### src/rtl/memio_pkg.sv
// Shared encodings for the CPU data-memory/IO responder.
package memio_pkg;

  localparam logic [1:0]  W_BYTE       = 2'b00;
  localparam logic [1:0]  W_HALF       = 2'b01;
  localparam logic [1:0]  W_WORD       = 2'b11;
  localparam logic [21:0] IO_PAGE_HIGH = 22'h3FFFFF;

  typedef enum logic [2:0] {
    S_IDLE     = 3'd0,
    S_RAM_ACC  = 3'd1,
    S_RAM_CAPT = 3'd2,
    S_IO_WAIT  = 3'd3,
    S_DONE     = 3'd4
  } state_t;

endpackage

### src/rtl/memio_lane_align.sv
// Little-endian lane steering: byte enables, store replication, load extract/extend.
module memio_lane_align
  import memio_pkg::*;
(
  input  logic [1:0]  i_addr_lo,
  input  logic [1:0]  i_width,
  input  logic        i_sign,
  input  logic [31:0] i_wdata,
  input  logic [31:0] i_rdata,
  output logic [3:0]  o_we,
  output logic [31:0] o_wdata,
  output logic [31:0] o_rdata
);

  logic [7:0]  w_byte;
  logic [15:0] w_half;

  always_comb begin
    w_byte = 8'h00;
    case (i_addr_lo)
      2'd0:    w_byte = i_rdata[7:0];
      2'd1:    w_byte = i_rdata[15:8];
      2'd2:    w_byte = i_rdata[23:16];
      default: w_byte = i_rdata[31:24];
    endcase
    w_half = i_addr_lo[1] ? i_rdata[31:16] : i_rdata[15:0];
  end

  always_comb begin
    o_we    = 4'b0000;
    o_wdata = i_wdata;
    o_rdata = 32'h0;
    case (i_width)
      W_BYTE: begin
        o_we    = 4'b0001 << i_addr_lo;
        o_wdata = {4{i_wdata[7:0]}};
        o_rdata = {{24{i_sign & w_byte[7]}}, w_byte};
      end
      W_HALF: begin
        o_we    = i_addr_lo[1] ? 4'b1100 : 4'b0011;
        o_wdata = {2{i_wdata[15:0]}};
        o_rdata = {{16{i_sign & w_half[15]}}, w_half};
      end
      W_WORD: begin
        o_we    = 4'b1111;
        o_rdata = i_rdata;
      end
      default: ;
    endcase
  end

endmodule

### src/rtl/memio_responder.sv
// Responder for the CPU memory state: one load/store at a time to sync RAM or req/ack IO bus.
module memio_responder
  import memio_pkg::*;
#(
  parameter int RAM_AW     = 14,
  parameter int IO_AW      = 10,
  parameter int IO_TIMEOUT = 255
) (
  input  logic              clock,
  input  logic              reset,
  input  logic              req_valid,
  input  logic              MemRead,
  input  logic              MemWrite,
  input  logic              IORead,
  input  logic              IOWrite,
  input  logic              Memory_sign,
  input  logic [1:0]        Memory_data_width,
  input  logic [31:0]       addr,
  input  logic [31:0]       wdata,
  output logic              req_ready,
  output logic [31:0]       rdata,
  output logic              addr_error,
  output logic              bus_error,
  output logic              ram_en,
  output logic [3:0]        ram_we,
  output logic [RAM_AW-1:0] ram_addr,
  output logic [31:0]       ram_wdata,
  input  logic [31:0]       ram_rdata,
  output logic              io_req,
  output logic              io_we,
  output logic [IO_AW-1:0]  io_addr,
  output logic [31:0]       io_wdata,
  input  logic [31:0]       io_rdata,
  input  logic              io_ack
);

  localparam int CW = $clog2(IO_TIMEOUT + 1);

  state_t        r_state;
  logic [1:0]    r_addr_lo;
  logic [1:0]    r_width;
  logic          r_sign;
  logic          r_load;
  logic [CW-1:0] r_cnt;

  logic [3:0]  w_strb;
  logic        w_any;
  logic        w_multi;
  logic        w_misalign;
  logic [1:0]  w_al_addr;
  logic [1:0]  w_al_width;
  logic        w_al_sign;
  logic [31:0] w_al_rsrc;
  logic [3:0]  w_we;
  logic [31:0] w_wrep;
  logic [31:0] w_rext;

  assign w_strb     = {MemRead, MemWrite, IORead, IOWrite};
  assign w_any      = |w_strb;
  assign w_multi    = (w_strb & (w_strb - 4'd1)) != 4'd0;
  assign w_misalign = (Memory_data_width == 2'b10) ||
                      (Memory_data_width == W_HALF && addr[0]) ||
                      (Memory_data_width == W_WORD && addr[1:0] != 2'b00);

  // Aligner sees live request fields at accept (store steering) and latched ones afterwards.
  assign w_al_addr  = (r_state == S_IDLE) ? addr[1:0] : r_addr_lo;
  assign w_al_width = (r_state == S_IDLE) ? Memory_data_width : r_width;
  assign w_al_sign  = (r_state == S_IDLE) ? Memory_sign : r_sign;
  assign w_al_rsrc  = (r_state == S_IO_WAIT) ? io_rdata : ram_rdata;

  memio_lane_align u_align (
    .i_addr_lo (w_al_addr),
    .i_width   (w_al_width),
    .i_sign    (w_al_sign),
    .i_wdata   (wdata),
    .i_rdata   (w_al_rsrc),
    .o_we      (w_we),
    .o_wdata   (w_wrep),
    .o_rdata   (w_rext)
  );

  always_ff @(posedge clock or negedge reset) begin
    if (!reset) begin
      r_state    <= S_IDLE;
      r_addr_lo  <= '0;
      r_width    <= '0;
      r_sign     <= 1'b0;
      r_load     <= 1'b0;
      r_cnt      <= '0;
      req_ready  <= 1'b0;
      rdata      <= '0;
      addr_error <= 1'b0;
      bus_error  <= 1'b0;
      ram_en     <= 1'b0;
      ram_we     <= '0;
      ram_addr   <= '0;
      ram_wdata  <= '0;
      io_req     <= 1'b0;
      io_we      <= 1'b0;
      io_addr    <= '0;
      io_wdata   <= '0;
    end else begin
      case (r_state)
        S_IDLE: if (req_valid && w_any) begin
          r_addr_lo <= addr[1:0];
          r_width   <= Memory_data_width;
          r_sign    <= Memory_sign;
          r_load    <= MemRead | IORead;
          if (w_multi || w_misalign) begin
            r_state    <= S_DONE;
            req_ready  <= 1'b1;
            addr_error <= 1'b1;
            rdata      <= '0;
          end else if (MemRead || MemWrite) begin
            r_state   <= S_RAM_ACC;
            ram_en    <= 1'b1;
            ram_we    <= MemWrite ? w_we : 4'b0000;
            ram_addr  <= addr[RAM_AW+1:2];
            ram_wdata <= w_wrep;
          end else begin
            r_state  <= S_IO_WAIT;
            io_req   <= 1'b1;
            io_we    <= IOWrite;
            io_addr  <= addr[IO_AW-1:0];
            io_wdata <= w_wrep;
            r_cnt    <= '0;
          end
        end
        S_RAM_ACC: begin
          ram_en <= 1'b0;
          ram_we <= 4'b0000;
          if (r_load) r_state <= S_RAM_CAPT;
          else begin
            r_state   <= S_DONE;
            req_ready <= 1'b1;
          end
        end
        S_RAM_CAPT: begin
          rdata     <= w_rext;
          req_ready <= 1'b1;
          r_state   <= S_DONE;
        end
        S_IO_WAIT: begin
          r_cnt <= r_cnt + CW'(1);
          if (io_ack) begin
            io_req    <= 1'b0;
            req_ready <= 1'b1;
            r_state   <= S_DONE;
            if (r_load) rdata <= w_rext;
          end else if (r_cnt == CW'(IO_TIMEOUT - 1)) begin
            io_req    <= 1'b0;
            rdata     <= '0;
            bus_error <= 1'b1;
            req_ready <= 1'b1;
            r_state   <= S_DONE;
          end
        end
        S_DONE: begin
          req_ready  <= 1'b0;
          addr_error <= 1'b0;
          bus_error  <= 1'b0;
          r_state    <= S_IDLE;
        end
        default: r_state <= S_IDLE;
      endcase
    end
  end

endmodule

### config.mk
export PLATFORM = sky130hd
export DESIGN_NAME = memio_responder
export DESIGN_NICKNAME = d
export VERILOG_FILES = /design/src/rtl/memio_pkg.sv /design/src/rtl/memio_lane_align.sv /design/src/rtl/memio_responder.sv
export SDC_FILE = /design/constraint.sdc
export NUM_CORES = 1
export LEC_CHECK = 0
export CAP_MARGIN = 10
export CELL_PAD_IN_SITES_DETAIL_PLACEMENT = 1
export CELL_PAD_IN_SITES_GLOBAL_PLACEMENT = 2
export CORE_UTILIZATION = 25
export CTS_BUF_LIST = sky130_fd_sc_hd__clkbuf_16
export DETAILED_ROUTE_END_ITERATION = 16
export GPL_TIMING_DRIVEN = 0
export PLACE_DENSITY = 0.76
export SYNTH_ARGS = -nofsm -noshare
export SYNTH_HDL_FRONTEND = slang
export SYNTH_SLANG_ARGS = --single-unit
### constraint.sdc
create_clock -name clock -period 2.4 [get_ports clock]
set_input_delay 0.48 -clock clock [delete_from_list [all_inputs] [get_ports clock]]
set_output_delay 0.48 -clock clock [all_outputs]
set_load 0.02 [all_outputs]
==> results of run 1 <==
-- report_power, final --
| group | internal (uW) | switching, uW |
|---|---|---|
| clock network | 1380 | 1280 |
| logic | 3350 | 4210 |
| registers | 3330 | 545 |
| total | 8050 | 6030 |
-- sequential cells by signal, summed over array words and instances, names as in the netlist, 2 cells and up --
register	flops
ram_wdata	32
rdata	32
ram_addr	14
ram_we	4
r_cnt	8
r_addr_lo	2
io_wdata	32
io_addr	10
r_width	2
r_state	3
-- final cells by class --
type,instances,area (um^2),share of cell area
sequential,147,3680,0.306
multi-input combinational,549,4200,0.349
buffer,61,397,0.0330
clock buffer,17,425,0.0354
inverter,4,15.0,0.00125
tap,396,495,0.0412
timing repair buffer,268,2660,0.222
clock inverter,15,143,0.0119
-- worst max-delay path: cells and delay by family (launching register included) --
family	cells	cell delay, ns
DFF	1	0.38
and+or+nand+nor	1	0.48
AOI/OAI and AO/OA	4	0.73
buffers and inverters	4	0.66
-- per-stage QoR --
step	setup TNS [ns]	cell area (um^2)	instances	total power (uW)
5_1_grt	-0.249	12000	1457	14900
6_report	0	12000	1457	14100
3_3_place_gp	-944.77	10800	1407	10700
2_1_floorplan	0	7810	761	7760
4_1_cts	-0.00256	11600	1447	13800
3_5_place_dp	-90.44	10800	1408	10800
-- how the worst max path moves through the flow --
stage / slack (ns) / start / to / cells after the start
detailed placement: -0.86 / addr[0] / rdata[19] / 7
global placement: -5.84 / reset / ram_addr[3] / 1
finish: 0.03 / r_state[2] / rdata[9] / 9
floorplan: 0.20 / MemWrite / ram_we[3] / 6
CTS: -0.002 / r_state[1] / ram_wdata[24] / 7
global route: -0.04 / r_state[2] / rdata[23] / 9
-- logic make-up after synthesis --
kind of cell / after synthesis
compound gates: 231
flops: 147
fa+ha+maj: 2
simple gates: 226
buf+inv: 65
mux: 90
-- cell usage in the layout, fill, tap and decap left out, types with 10 or more instances in the layout --
master / instances
a221oi_1: 14
mux2_2: 40
buf_6: 13
o21ai_0: 51
nor2_1: 26
o2bb2ai_1: 32
a21oi_1: 22
mux2i_4: 11
buf_2: 14
nand2_1: 135
mux2i_1: 37
clkbuf_2: 10
a211oi_2: 10
and4b_1: 16
clkbuf_1: 12
a31oi_1: 13
o211ai_1: 17
dfrtp_1: 146
clkbuf_16: 17
buf_4: 22
clkdlybuf4s50_1: 246
-- layer usage --
metal  vias up  track usage  routed length [um]
li1       3428            -                   -
met1      3794        0.256               13700
met2       278        0.342               15500
met3        26       0.0653                2810
met4         0       0.0470                 426
met5         -            0                   0
-- what timing repair did --
action,4_1_cts,5_1_grt
gates resized for setup,46,84
cloned,0,1
setup endpoints to repair,128,122
pin swaps,3,7
setup buffers,7,9
==> metrics, run 1 <==
Worst-path clk slew=0.07 ns; Worst EP required=2.71 ns; top post-synthesis cells by area=dfrtp_1 47%, nand2_1 6.6%, mux2i_1 6.3%, mux2_2 5.8%, o2bb2ai_1 3.6%; PD cells=1170 nW/um^2; post-synth top area cell=dfrtp_1; Max transition margin=0.522; total core area=30700 um^2; Max FO, Critical Path=10; Post-synth top flop=dfrtp_1; XOR/XNOR share of the synthesized area=0; Layout Utilization=0.392; DP Wirelength=23900 um; IO buf count=250; Worst Hold Class=primary input to async pin; Reg2Reg Depth=9; mean post-synth cell area=10.3 um^2; Distinct cells, synth=69; Synth Area in Compound Gates=0.220; mux share of post-synthesis cell area=0.122; EDFF count, synth=0; max-slew violation count=0; Worst-Skew Late Latency=0.44 ns; Final min period=2.37 ns; synth cell count leaders=147 x dfrtp_1, 137 x nand2_1, 51 x o21ai_0; Die Area=32000 um^2; drt total wl=32400 um; Critical Path AT=2.68 ns; critical path's most frequent cell=buf_6; Hold Worst Slack=0.0185 ns; Max Cap Viol=0; Setup CP Type=register to register; Area Overhead vs Synth=53.8%; Post-Synth Simple-Gate Area=0.138; RR Endpoint=rdata[9]; Setup Skew=0.0197 ns; vias=7526; Post-Synthesis Cells=761; Fillers=3349; Crit path largest cell delay=0.48 ns; number of global-route vias before repair=7942; sequential element share of the synthesized area=0.471; Peak supply drop=0.466 mV; Pre-Repair DR Iteration Count=5; DRC viols=0; maximum buffer depth of the clock tree=2; period utilization=0.986; first-pass GRT wire length=48700 um; final net count=1189; antenna fix cells=0; area share of fa/ha/maj cells after synthesis=0.00320; cell row count=64; leakage=0.00508 uW; wire per inst=22.2 um; Tot GR Track Use=0.205; slowest cell on the critical path=or4b_4; Die Y=179 um; GP Congestion=0.882; Mapped Area=7810 um^2; CTS tree=built; CTS H-tree lvls=4; Mapped Nets=902; Ports=269; clock buffer count from CTS=17; final hold viol count=0; vias per cell=5.17; hold buffers post-CTS=0; reg-to-reg slack, setup=0.03 ns; setup violation total in the final timing report=0; First DRT Iteration DRCs=415; Clock Sinks=147; layout cells sized above 1=0.199; worst slew pin tran=0.714 ns; async set or reset register ratio after synthesis=1.00; CP Capture Type=register; count leader, synth=dfrtp_1; fmax=423 MHz; initial antenna violation count=0; antenna-violating nets left=0; Ys Warns=0; CTS root buf=clkbuf_16; Initial Util=0.255; largest net degree at the start of global routing=80; grt total ovfl=0; Yosys top cell area share=0.471; critical-path cell list=buf_6 > buf_6 > or4b_4 > buf_6 > a221oi_2 > o21ai_2 > buf_6 > a32oi_1 > o2bb2ai_1; largest family of logic cells by synthesized area=compound AO/OA/AOI/OAI gates; number of synthesized register bits=147; RR Startpoint=r_state[2]; Die W=179 um; CP startpoint kind=register; Setup WS post-layout=0.0344 ns; status=complete, no violations; Place WS=-0.857 ns; RSZ-0062 raised after global routing=yes
Power figures use the tool's default switching activity.
==> run 2: changes to the inputs <==
clock period = 2.35 ns   (was 2.4 ns; I/O delays follow)
==> metrics, run 2 (synthesized netlist as in run 1, its figures left out) <==
Sw Pwr=6450 uW (was 6030 uW); max-slew violation count=0 (unchanged); RR Startpoint=r_state[1] (was r_state[2]); first-pass GRT wire length=49100 um (was 48700 um); most common cell after layout, fill and taps aside=clkdlybuf4s50_1 (unchanged); Area Overhead vs Synth=59.6% (was 53.8%); Comb pwr share=0.558 (was 0.536); worst slew pin tran=0.626 ns (was 0.714 ns); RSZ-0062 raised after global routing=yes (unchanged); clock power share=0.180 (was 0.189); Layout Utilization=0.407 (was 0.392); Die W=179 um (unchanged); DRC viols=0 (unchanged); Setup WS post-layout=-0.0137 ns (was 0.0344 ns); initial antenna violation count=0 (unchanged); Worst EP required=2.66 ns (was 2.71 ns); critical path launch point=r_state[1] (was r_state[2]); grt total ovfl=0 (unchanged); number of global-route vias before repair=8003 (was 7942); GP Congestion=0.882 (unchanged); hold buffers post-CTS=0 (unchanged); final hold viol count=4 (was 0); failing checks=negative hold slack, negative setup slack; largest net degree at the start of global routing=80 (unchanged); Critical Path AT=2.67 ns (was 2.68 ns); most frequent cells in the layout=247 x clkdlybuf4s50_1, 146 x dfrtp_1, 135 x nand2_1 (was 246 x clkdlybuf4s50_1, 146 x dfrtp_1, 135 x nand2_1); Hold Worst Slack=-0.00724 ns (was 0.0185 ns); Max Cap Viol=0 (unchanged); cell row count=64 (unchanged); status=finished with violations (was complete, no violations); cell internal pwr=8660 uW (was 8050 uW); Seq pwr share=0.262 (was 0.275); vias=7663 (was 7526); leakage=0.00524 uW (was 0.00508 uW); clock buffer count from CTS=17 (unchanged); drt total wl=33200 um (was 32400 um); crit path to=rdata[4] (was rdata[9]); maximum buffer depth of the clock tree=2 (unchanged); Max transition margin=0.583 (was 0.522); wire per inst=22.5 um (was 22.2 um); Worst-path clk slew=0.07 ns (about the same); Peak supply drop=0.476 mV (was 0.466 mV); fmax=423 MHz (about the same); Setup Skew=0.0235 ns (was 0.0197 ns); period utilization=1.01 (was 0.986); Sw Ratio=0.427 (was 0.428); largest registers=io_wdata: 32 flops, ram_wdata: 32 flops, rdata: 32 flops (unchanged); IO buf count=250 (unchanged); Die Area=32000 um^2 (unchanged); Final min period=2.36 ns (was 2.37 ns); Clock Sinks=147 (unchanged); Max FO, Critical Path=10 (unchanged); total core area=30700 um^2 (unchanged); CP Capture Type=register (unchanged); Die Y=179 um (unchanged); layout cells sized above 1=0.242 (was 0.199); antenna fix cells=0 (unchanged); final net count=1209 (was 1189); CP startpoint kind=register (unchanged); CTS root buf=clkbuf_16 (unchanged); DP Wirelength=23900 um (unchanged); CTS tree=built (unchanged); PnR Total Power=15100 uW (was 14100 uW); CTS H-tree lvls=4 (unchanged); PD cells=1210 nW/um^2 (was 1170 nW/um^2); antenna-violating nets left=0 (unchanged); Tot GR Track Use=0.206 (was 0.205); First DRT Iteration DRCs=419 (was 415); Pre-Repair DR Iteration Count=5 (unchanged); Ports=269 (unchanged); Initial Util=0.255 (unchanged); RR Endpoint=rdata[4] (was rdata[9]); vias per cell=5.19 (was 5.17); setup violation total in the final timing report=2 (was 0); Worst-Skew Late Latency=0.44 ns (about the same); Setup CP Type=register to register (unchanged); Reg2Reg Depth=8 (was 9); reg-to-reg slack, setup=-0.01 ns (was 0.03 ns); Worst Hold Class=primary input to async pin (unchanged)
==> run 2: power groups by stage <==
stage / Sequential (uW) / Clock (uW) / Combinational [uW]
finish: 3960 / 2720 / 8430
global route: 4100 / 2870 / 8980
CTS: 3960 / 2790 / 7560
detailed placement: 3980 / 0 / 7020
global placement: 3940 / 0 / 6960
floorplan: 4830 / 0 / 3100
==> run 2: area by class of cell <==
| class | instances | area (um^2) |
|---|---|---|
| clock buffer | 17 | 425 |
| clock inverter | 15 | 143 |
| fill | 3318 | 18200 |
| multi-input combinational | 549 | 4420 |
| buffer | 60 | 434 |
| timing repair buffer | 289 | 2860 |
| inverter | 4 | 15.0 |
| sequential | 147 | 3680 |
| tap | 396 | 495 |
==> run 2: metal layers <==
| metal | share of wire | track usage | vias to the layer above |
|---|---|---|---|
| met3 | 0.084 | 0.0592 | 33 |
| li1 | - | - | 3468 |
| met1 | 0.42 | 0.258 | 3863 |
| met5 | 0 | 0 | - |
| met2 | 0.48 | 0.346 | 299 |
| met4 | 0.016 | 0.0526 | 0 |
==> run 2: worst max-delay path: stages, from the launching register on <==
cell and delay (ns):
dfrtp_1 0.42, buf_6 0.20, nand3b_1 0.17, buf_6 0.22
buf_2 0.22, a2111oi_1 0.46, o21ai_0 0.20, a22oi_1 0.28
o2bb2ai_1 0.09
==> run 2: timing repair <==
item,in CTS,in global routing
setup endpoints to repair,132,116
gates resized for setup,77,118
cloned,0,5
pin swaps,8,39
buffers inserted,10,23
==> run 2: worst min path at each step <==
stage / start / endpoint / slack [ns] / cells after the start
after detailed placement: ram_addr[7] / ram_addr[7] / 0.47 / 2
after global routing: reset / rdata[2] / 0.05 / 1
after global placement: ram_wdata[1] / ram_wdata[1] / 0.46 / 2
final: reset / rdata[2] / -0.007 / 1
after CTS: reset / rdata[2] / 0.03 / 1
after floorplan: reset / addr_error / 0.17 / 0
==> run 2: stage by stage <==
step / setup WS, ns / setup TNS [ns] / instance area (um^2) / hold slack, ns / std cells
3_5_place_dp: -0.897 / -95.92 / 10800 / 0.470 / 1408
3_3_place_gp: -5.88 / -956.14 / 10800 / 0.459 / 1407
2_1_floorplan: 0.156 / 0 / 7810 / 0.174 / 761
4_1_cts: -0.00297 / -0.00559 / 11800 / 0.0340 / 1450
5_1_grt: -0.140 / -0.890 / 12500 / 0.0473 / 1477
6_report: -0.0137 / -0.0153 / 12500 / -0.00724 / 1477
